--- config.mk ---
export PLATFORM = sky130hd
export DESIGN_NAME = game_timer
export DESIGN_NICKNAME = d
export VERILOG_FILES = /design/src/rtl/game_pkg.sv /design/src/rtl/tick_sync.sv /design/src/rtl/game_timer.sv
export SDC_FILE = /design/constraint.sdc
export NUM_CORES = 1
export LEC_CHECK = 0
export BUFFER_PORTS_ARGS = -buffer_cell sky130_fd_sc_hd__buf_2
export CAP_MARGIN = 10
export CORE_ASPECT_RATIO = 1.2
export CORE_MARGIN = 2
export CORE_UTILIZATION = 50
export DETAILED_ROUTE_END_ITERATION = 8
export GPL_TIMING_DRIVEN = 0
export PLACE_DENSITY = 0.75
export REMOVE_ABC_BUFFERS = 1
export SYNTH_ARGS = -nofsm -noshare
export SYNTH_HDL_FRONTEND = slang
export SYNTH_SLANG_ARGS = --single-unit
--- constraint.sdc ---
create_clock -name clk -period 2.55 [get_ports clk]
set_input_delay 0.1275 -clock clk [delete_from_list [all_inputs] [get_ports clk]]
set_output_delay 0.1275 -clock clk [all_outputs]
set_load 0.02 [all_outputs]
--- src/rtl/game_pkg.sv ---
// Shared constants for the square game: FSM encodings, the seconds-counter width
// and the terminal second count.
package game_pkg;

  localparam int SEC_W        = 11;
  localparam int GAME_MAX_SEC = 180;

  typedef enum logic [1:0] {
    ST_IDLE  = 2'b00,
    ST_RUN   = 2'b01,
    ST_PAUSE = 2'b10,
    ST_OVER  = 2'b11
  } game_state_e;

  // Three decimal digits of the elapsed-seconds display.
  typedef struct packed {
    logic [3:0] h;
    logic [3:0] t;
    logic [3:0] o;
  } bcd3_t;

  // Ripple a +1 through the three digits. Ones 9->0 carries into tens,
  // tens 9->0 carries into hundreds.
  function automatic bcd3_t bcd_inc(input bcd3_t b);
    bcd3_t r;
    r = b;
    if (b.o == 4'd9) begin
      r.o = 4'd0;
      if (b.t == 4'd9) begin
        r.t = 4'd0;
        r.h = b.h + 4'd1;
      end else begin
        r.t = b.t + 4'd1;
      end
    end else begin
      r.o = b.o + 4'd1;
    end
    return r;
  endfunction

endpackage

--- src/rtl/tick_sync.sv ---
// Two-flop synchroniser plus rising-edge detector. Turns a slow asynchronous
// square wave into a single-cycle tick in the clk domain. The tick is seen in
// the cycle after the second synchroniser flop goes high, so a consumer that
// registers on the tick updates on the 3rd clk edge after the input rises.
module tick_sync (
  input  logic clk,
  input  logic rst,      // active-low, asynchronous
  input  logic async_in,
  output logic tick
);

  logic s1_q, s1_d;
  logic s2_q, s2_d;
  logic s3_q, s3_d;

  // Shift the input through the synchroniser and the edge-history flop.
  always_comb begin
    s1_d = async_in;
    s2_d = s1_q;
    s3_d = s2_q;
  end

  // Synchroniser and edge-history registers.
  always_ff @(posedge clk or negedge rst) begin
    if (!rst) begin
      s1_q <= 1'b0;
      s2_q <= 1'b0;
      s3_q <= 1'b0;
    end else begin
      s1_q <= s1_d;
      s2_q <= s2_d;
      s3_q <= s3_d;
    end
  end

  // Rising edge only; falling edges never produce a tick.
  assign tick = s2_q & ~s3_q;

endmodule

--- src/rtl/game_timer.sv ---
// Elapsed-game-time counter. Counts whole seconds from the 1 Hz input while
// running, keeps a BCD copy of the count for the 7-seg scanner, and pulses
// time_up in the cycle the terminal count is reached.
module game_timer #(
  parameter int SEC_W   = game_pkg::SEC_W,
  parameter int MAX_SEC = game_pkg::GAME_MAX_SEC
) (
  input  logic             clk,
  input  logic             rst,      // active-low, asynchronous
  input  logic             clk_1hz,
  input  logic             start,
  input  logic             pause,
  input  logic             clear,
  output logic [SEC_W-1:0] sec,
  output logic [3:0]       bcd_h,
  output logic [3:0]       bcd_t,
  output logic [3:0]       bcd_o,
  output logic [1:0]       state,
  output logic             running,
  output logic             time_up
);

  import game_pkg::game_state_e;
  import game_pkg::bcd3_t;
  import game_pkg::bcd_inc;

  localparam logic [SEC_W-1:0] MAX_SEC_V = SEC_W'(MAX_SEC);

  logic tick;

  game_state_e      state_q,   state_d;
  logic [SEC_W-1:0] sec_q,     sec_d;
  bcd3_t            bcd_q,     bcd_d;
  logic             running_q, running_d;
  logic             time_up_q, time_up_d;

  tick_sync u_tick_sync (
    .clk      (clk),
    .rst      (rst),
    .async_in (clk_1hz),
    .tick     (tick)
  );

  // Next-state logic: clear beats pause beats start beats tick. The seconds
  // counter and the digit chain always step together so they never disagree.
  always_comb begin
    state_d   = state_q;
    sec_d     = sec_q;
    bcd_d     = bcd_q;
    time_up_d = 1'b0;
    if (clear) begin
      state_d = game_pkg::ST_IDLE;
      sec_d   = '0;
      bcd_d   = '0;
    end else begin
      unique case (state_q)
        game_pkg::ST_IDLE: begin
          if (start) state_d = game_pkg::ST_RUN;
        end
        game_pkg::ST_RUN: begin
          if (pause) begin
            state_d = game_pkg::ST_PAUSE;           // a coincident tick is dropped
          end else if (tick && (sec_q < MAX_SEC_V)) begin
            sec_d = sec_q + SEC_W'(1);
            bcd_d = bcd_inc(bcd_q);
            if (sec_d == MAX_SEC_V) begin
              state_d   = game_pkg::ST_OVER;
              time_up_d = 1'b1;
            end
          end
        end
        game_pkg::ST_PAUSE: begin
          if (start) state_d = game_pkg::ST_RUN;
        end
        game_pkg::ST_OVER: begin
          // terminal: only clear leaves this state
        end
        default: state_d = game_pkg::ST_IDLE;
      endcase
    end
    running_d = (state_d == game_pkg::ST_RUN);
  end

  // State, count, digits and flag outputs, all registered.
  always_ff @(posedge clk or negedge rst) begin
    if (!rst) begin
      state_q   <= game_pkg::ST_IDLE;
      sec_q     <= '0;
      bcd_q     <= '0;
      running_q <= 1'b0;
      time_up_q <= 1'b0;
    end else begin
      state_q   <= state_d;
      sec_q     <= sec_d;
      bcd_q     <= bcd_d;
      running_q <= running_d;
      time_up_q <= time_up_d;
    end
  end

  assign sec     = sec_q;
  assign bcd_h   = bcd_q.h;
  assign bcd_t   = bcd_q.t;
  assign bcd_o   = bcd_q.o;
  assign state   = state_q;
  assign running = running_q;
  assign time_up = time_up_q;

endmodule

# After elaboration in Yosys (flattened, before gate mapping)
# Cells that the tools add are included.
[classes]
addsub = 4
mul = 0
div = 0
n_lt_le_gt_ge = 1
eq_ne = 7
shifts = 0
muxes = 23
bitwise = 2
n_reduce_logical = 10
[ops]
columns = ["op", "count"]
rows = [
  ["12-bit 2-to-1 mux", 4],
  ["11-bit 2-to-1 mux", 4],
  ["4-bit by 1-bit adder with 4-bit output (second input constant)", 3],
  ["4-bit 2-to-1 mux", 3],
  ["11-bit by 1-bit adder with 11-bit output (second input constant)", 1],
  ["11-bit by 8-bit == test with 1-bit output (second input constant)", 1],
  ["11-bit by 8-bit < comparator with 1-bit output (second input constant)", 1],
  ["2-bit 2-to-1 mux", 5],
  ["4-bit == test (second input constant)", 2],
  ["8-bit 2-to-1 mux", 1],
  ["2-bit nonzero test", 4],
  ["1-bit 2-to-1 mux", 5],
  ["5-bit AND reduction", 1],
  ["2-bit by 1-bit == test with 1-bit output (second input constant)", 2],
  ["2-bit one-hot mux with 2 select lines", 1],
  ["4-bit AND reduction", 1],
  ["3-bit AND reduction", 1],
  ["2-bit == test (second input constant)", 1],
  ["2-bit zero test", 1],
  ["2-bit by 1-bit != test with 1-bit output (second input constant)", 1],
  ["2-bit OR reduction", 1],
  ["1-bit AND", 1],
  ["1-bit logical AND", 1],
  ["1-bit NOT", 1],
]
[word_totals]
regBits = 30
latch_bits = 0
ramBits = 0
romBits = 0
in_bits = 6
n_memories = 0

# Logic depth before layout (Yosys ltp)
[depth]
depth_word = 8
mapped_depth = 7

# By module
# Synthesis repeated with hierarchy kept, for this count alone.
[hier_totals]
hier_cells = 168
area_unflattened_um2 = 1685.4
[by_module_without_submodules]
columns = ["module", "instances", "cells_each", "area_each_um2", "seq_area_each_um2"]
rows = [
  ["game_timer", 1, 164, 1596.5, 675.6],
  ["tick_sync", 1, 4, 88.8, 75.1],
]

# Worst setup path before layout
# OpenSTA, ideal clock, no wires.
[synth_timing]
path_kind = "register to register"
startpoint = "register sec_q[8], in the netlist sec[8]"
endpoint = "register bcd_q (netlist bit bcd_h[3])"
arrival_time_ns = 2.045
slack_ns = 0.427
path_stages_with_launch = 6
path_cell_list = "dfrtp_1 -> or4b_4 -> nor3_4 -> nand3_2 -> or4_1 -> a21oi_1"
[synth_between]
elab_chain_len = 4
[synth_rtl]
columns = ["element", "line_no", "rtl"]
rows = [
  ["start: declaration", "game_timer.sv:32", "logic [SEC_W-1:0] sec_q, sec_d;"],
  ["start signal: assignment", "game_timer.sv:88", "sec_q <= '0;"],
  ["start signal: assignment", "game_timer.sv:94", "sec_q <= sec_d;"],
  ["11-bit by 8-bit < comparator with 1-bit output", "game_timer.sv:63", "end else if (tick && (sec_q < MAX_SEC_V)) begin"],
  ["1-bit logical AND", "game_timer.sv:63", ""],
  ["2-bit nonzero test (no line)", "-", ""],
  ["5-bit AND reduction (no line)", "-", ""],
  ["end signal: assignment", "game_timer.sv:89", "bcd_q <= '0;"],
  ["end signal: assignment", "game_timer.sv:95", "bcd_q <= bcd_d;"],
  ["end: declaration", "game_timer.sv:33", "bcd3_t bcd_q, bcd_d;"],
]
# No other way between the ends.
# A chain may end at the register's enable or synchronous reset.

# Worst setup path in the final report
# Ends and elaborated chain as after synthesis.

==> impl_metrics.yaml <==
status:
  status: "complete, no violations"
clock_tree:
  cts-root-buf: "clkbuf_4"
  cts_buffer_depth: 2
  htreeDepth: 2
  cts_tree: "built"
  clock_latency_ps: 340
  cts.sinks: 30
  cts.clk_slew.worst_paths_ps: 110
  numCtsBuffers: 5
worst_setup_path:
  r2r_slack_ps: 250
  crit_required_ps: 2820
  critPathMaxFanout: 12
  criticalPathCategory: "register to register"
  crit_arrival_ps: 2570
  cp-start-kind: "register"
  end_kind: "register"
floorplan:
  rows: 21
  dieHeight_um: 63.8
  ios: 33
  start_util: 0.530
  dieArea_sq_um: 3430
  die_x_um: 53.8
  core_sq_um: 2810
route:
  vias: 1255
  ant_nets: 0
  firstDrtPassIters: 4
  vias_per_cell: 5.60
  routedWlPerCell_um: 13.9
  drtIter0Drc: 41
  wirelength_um: 3120
  drcViolationCount: 0
placement:
  port_buffers: 32
  hpwl_um: 2140
  gp_congestion: 0.720
  placed_cells: 212
  pre_cts_slack_ps: -273
final_layout:
  layout_common_cells: "buf_2, dfrtp_1, nor2_1"
  n_fill_cell: 235
  synthToLayoutAreaGrowth_pct: 21.3
  instances_no_fill: 224
  final_common_cell: "buf_2"
  drive_gt1_frac: 0.253
  num_antenna_cells: 0
  nets: 201
timing:
  slew_viol_final: 0
  finalClockSkew_ps: 15.2
  finalCritPeriodShare: 0.902
  tightest_slew_ps: 642
  rsz0062_at_grt: "no"
  layout_min_cycle_time_ps: 2300
  setup_viol: 0
  max_freq_mhz: 435
  finalHoldViolations: 0
  fin_ws_ps: 249
  relSlewSlack: 0.572
  whs_ps: 88.6
synth:
  netlist_area_sq_um: 1490
  ys_ff_latch: 30
  ys.flop_type: "dfrtp_1"
  synth-async-reset-ratio: 1.00
  ys_warn_count: 0
  synth_cells: 151
  ys_types: 31
  synth-edff-count: 0
  syn_avg_cell_area_sq_um: 9.87
  ys_seq_area_frac: 0.504
global_routing:
  grt_pass1_vias: 1235
  grt-ovfl-total: 0
  grt_usage: 0.208
  antenna_found_initial: 0
  grt_max_degree: 31
  grt_pass1_wl_um: 5170
power_and_ir_drop:
  power_leakage_nw: 0.911
  vdd_drop_max_v: 0.000349
  p_total_mw: 0.912
  power_density_nw_per_um2: 504
job:
  maxCapViolCount: 0
worst_hold_path:
  worstHoldPathType: "input port to register"
-- synth_stat cells (4+ instances only) --
library cell / n / area share
nand2_1: 10 / 0.025
xor2_1: 7 / 0.041
nand4_1: 6 / 0.025
inv_1: 5 / 0.013
nand3_1: 8 / 0.027
clkbuf_1: 5 / 0.013
nor2_1: 18 / 0.045
or3_1: 7 / 0.029
o21ai_0: 5 / 0.017
nor2b_1: 4 / 0.017
a21oi_1: 13 / 0.044
dfrtp_1: 30 / 0.50
ha_1: 6 / 0.050
-- what timing repair did --
action / CTS / global route
pin swaps: 1 / 1
gates resized for setup: 1 / 1
hold buffers: 2 / 0
hold endpoints to repair: 31 / 0
endpoints found under the setup margin: 8 / 5
setup buffers: 0 / 2
-- logic make-up after synthesis --
kind of cell | after synthesis | synth area share
adder cells (fa/ha/maj) | 6 | 0.0504
multiplexers | 3 | 0.0202
flip-flops | 30 | 0.504
XOR/XNOR | 7 | 0.0411
AND/OR/NAND/NOR | 70 | 0.260
buffers and inverters | 10 | 0.0252
AO/OA/AOI/OAI | 25 | 0.0991
-- power by group --
group	internal [mW]	switching, mW
sequential	0.481	0.00376
clock	0.206	0.176
combinational	0.0146	0.0303
-- worst max-delay path: stages, from the launching register on --
cell     delay, ps
dfrtp_1        440
or4b_4         570
nor3_4         210
buf_12         150
nand3_2        170
or4_1          530
a21oi_1        150
-- worst paths after layout --
kind                                  start               end  cells after the start
max in group asynchronous               rst          bcd_o[0]                      2
max                                  sec[8]          bcd_h[3]                      6
min reg2reg                u_tick_sync.s1_q  u_tick_sync.s2_q                      0
min in group asynchronous               rst          bcd_t[3]                      2
max reg2reg                          sec[8]          bcd_h[3]                      6
min                                   pause          state[1]                      3
-- state kept, by name, summed over array words and instances, names as in the netlist --
register,flops
running,1
u_tick_sync.s1_q,1
u_tick_sync.s2_q,1
bcd_t,4
sec,11
time_up,1
state,2
bcd_o,4
bcd_h,4
u_tick_sync.s3_q,1
-- area by class of cell --
cell class                 count  area [sq um]  share of cell area
timing repair buffer          36           208               0.115
inverter                       5          18.8              0.0104
clock buffer                   5          37.5              0.0208
sequential                    30           751               0.415
tap                           34          42.5              0.0235
clock inverter                 3          45.0              0.0249
multi-input combinational    111           706               0.390
-- per-stage QoR --
stage               instance area (sq um)  setup TNS (ps)   util
CTS                                  1780               0  0.632
finish                               1810               0  0.643
floorplan                            1470               0      -
global placement                     1670            -234  0.595
global route                         1810               0  0.643
detailed placement                   1670           -1340  0.595
-- metal layers --
metal  up-vias  global-route usage  part of all wire  routed length [um]
met1       609               0.240              0.43                1340
met2        29               0.329              0.50                1570
met3         7              0.0561             0.045                 139
li1        610                   -                 -                   -
met4         0               0.128             0.023                  73
met5         -                   0                 0                   0
(Power assumes the default switching activity.)
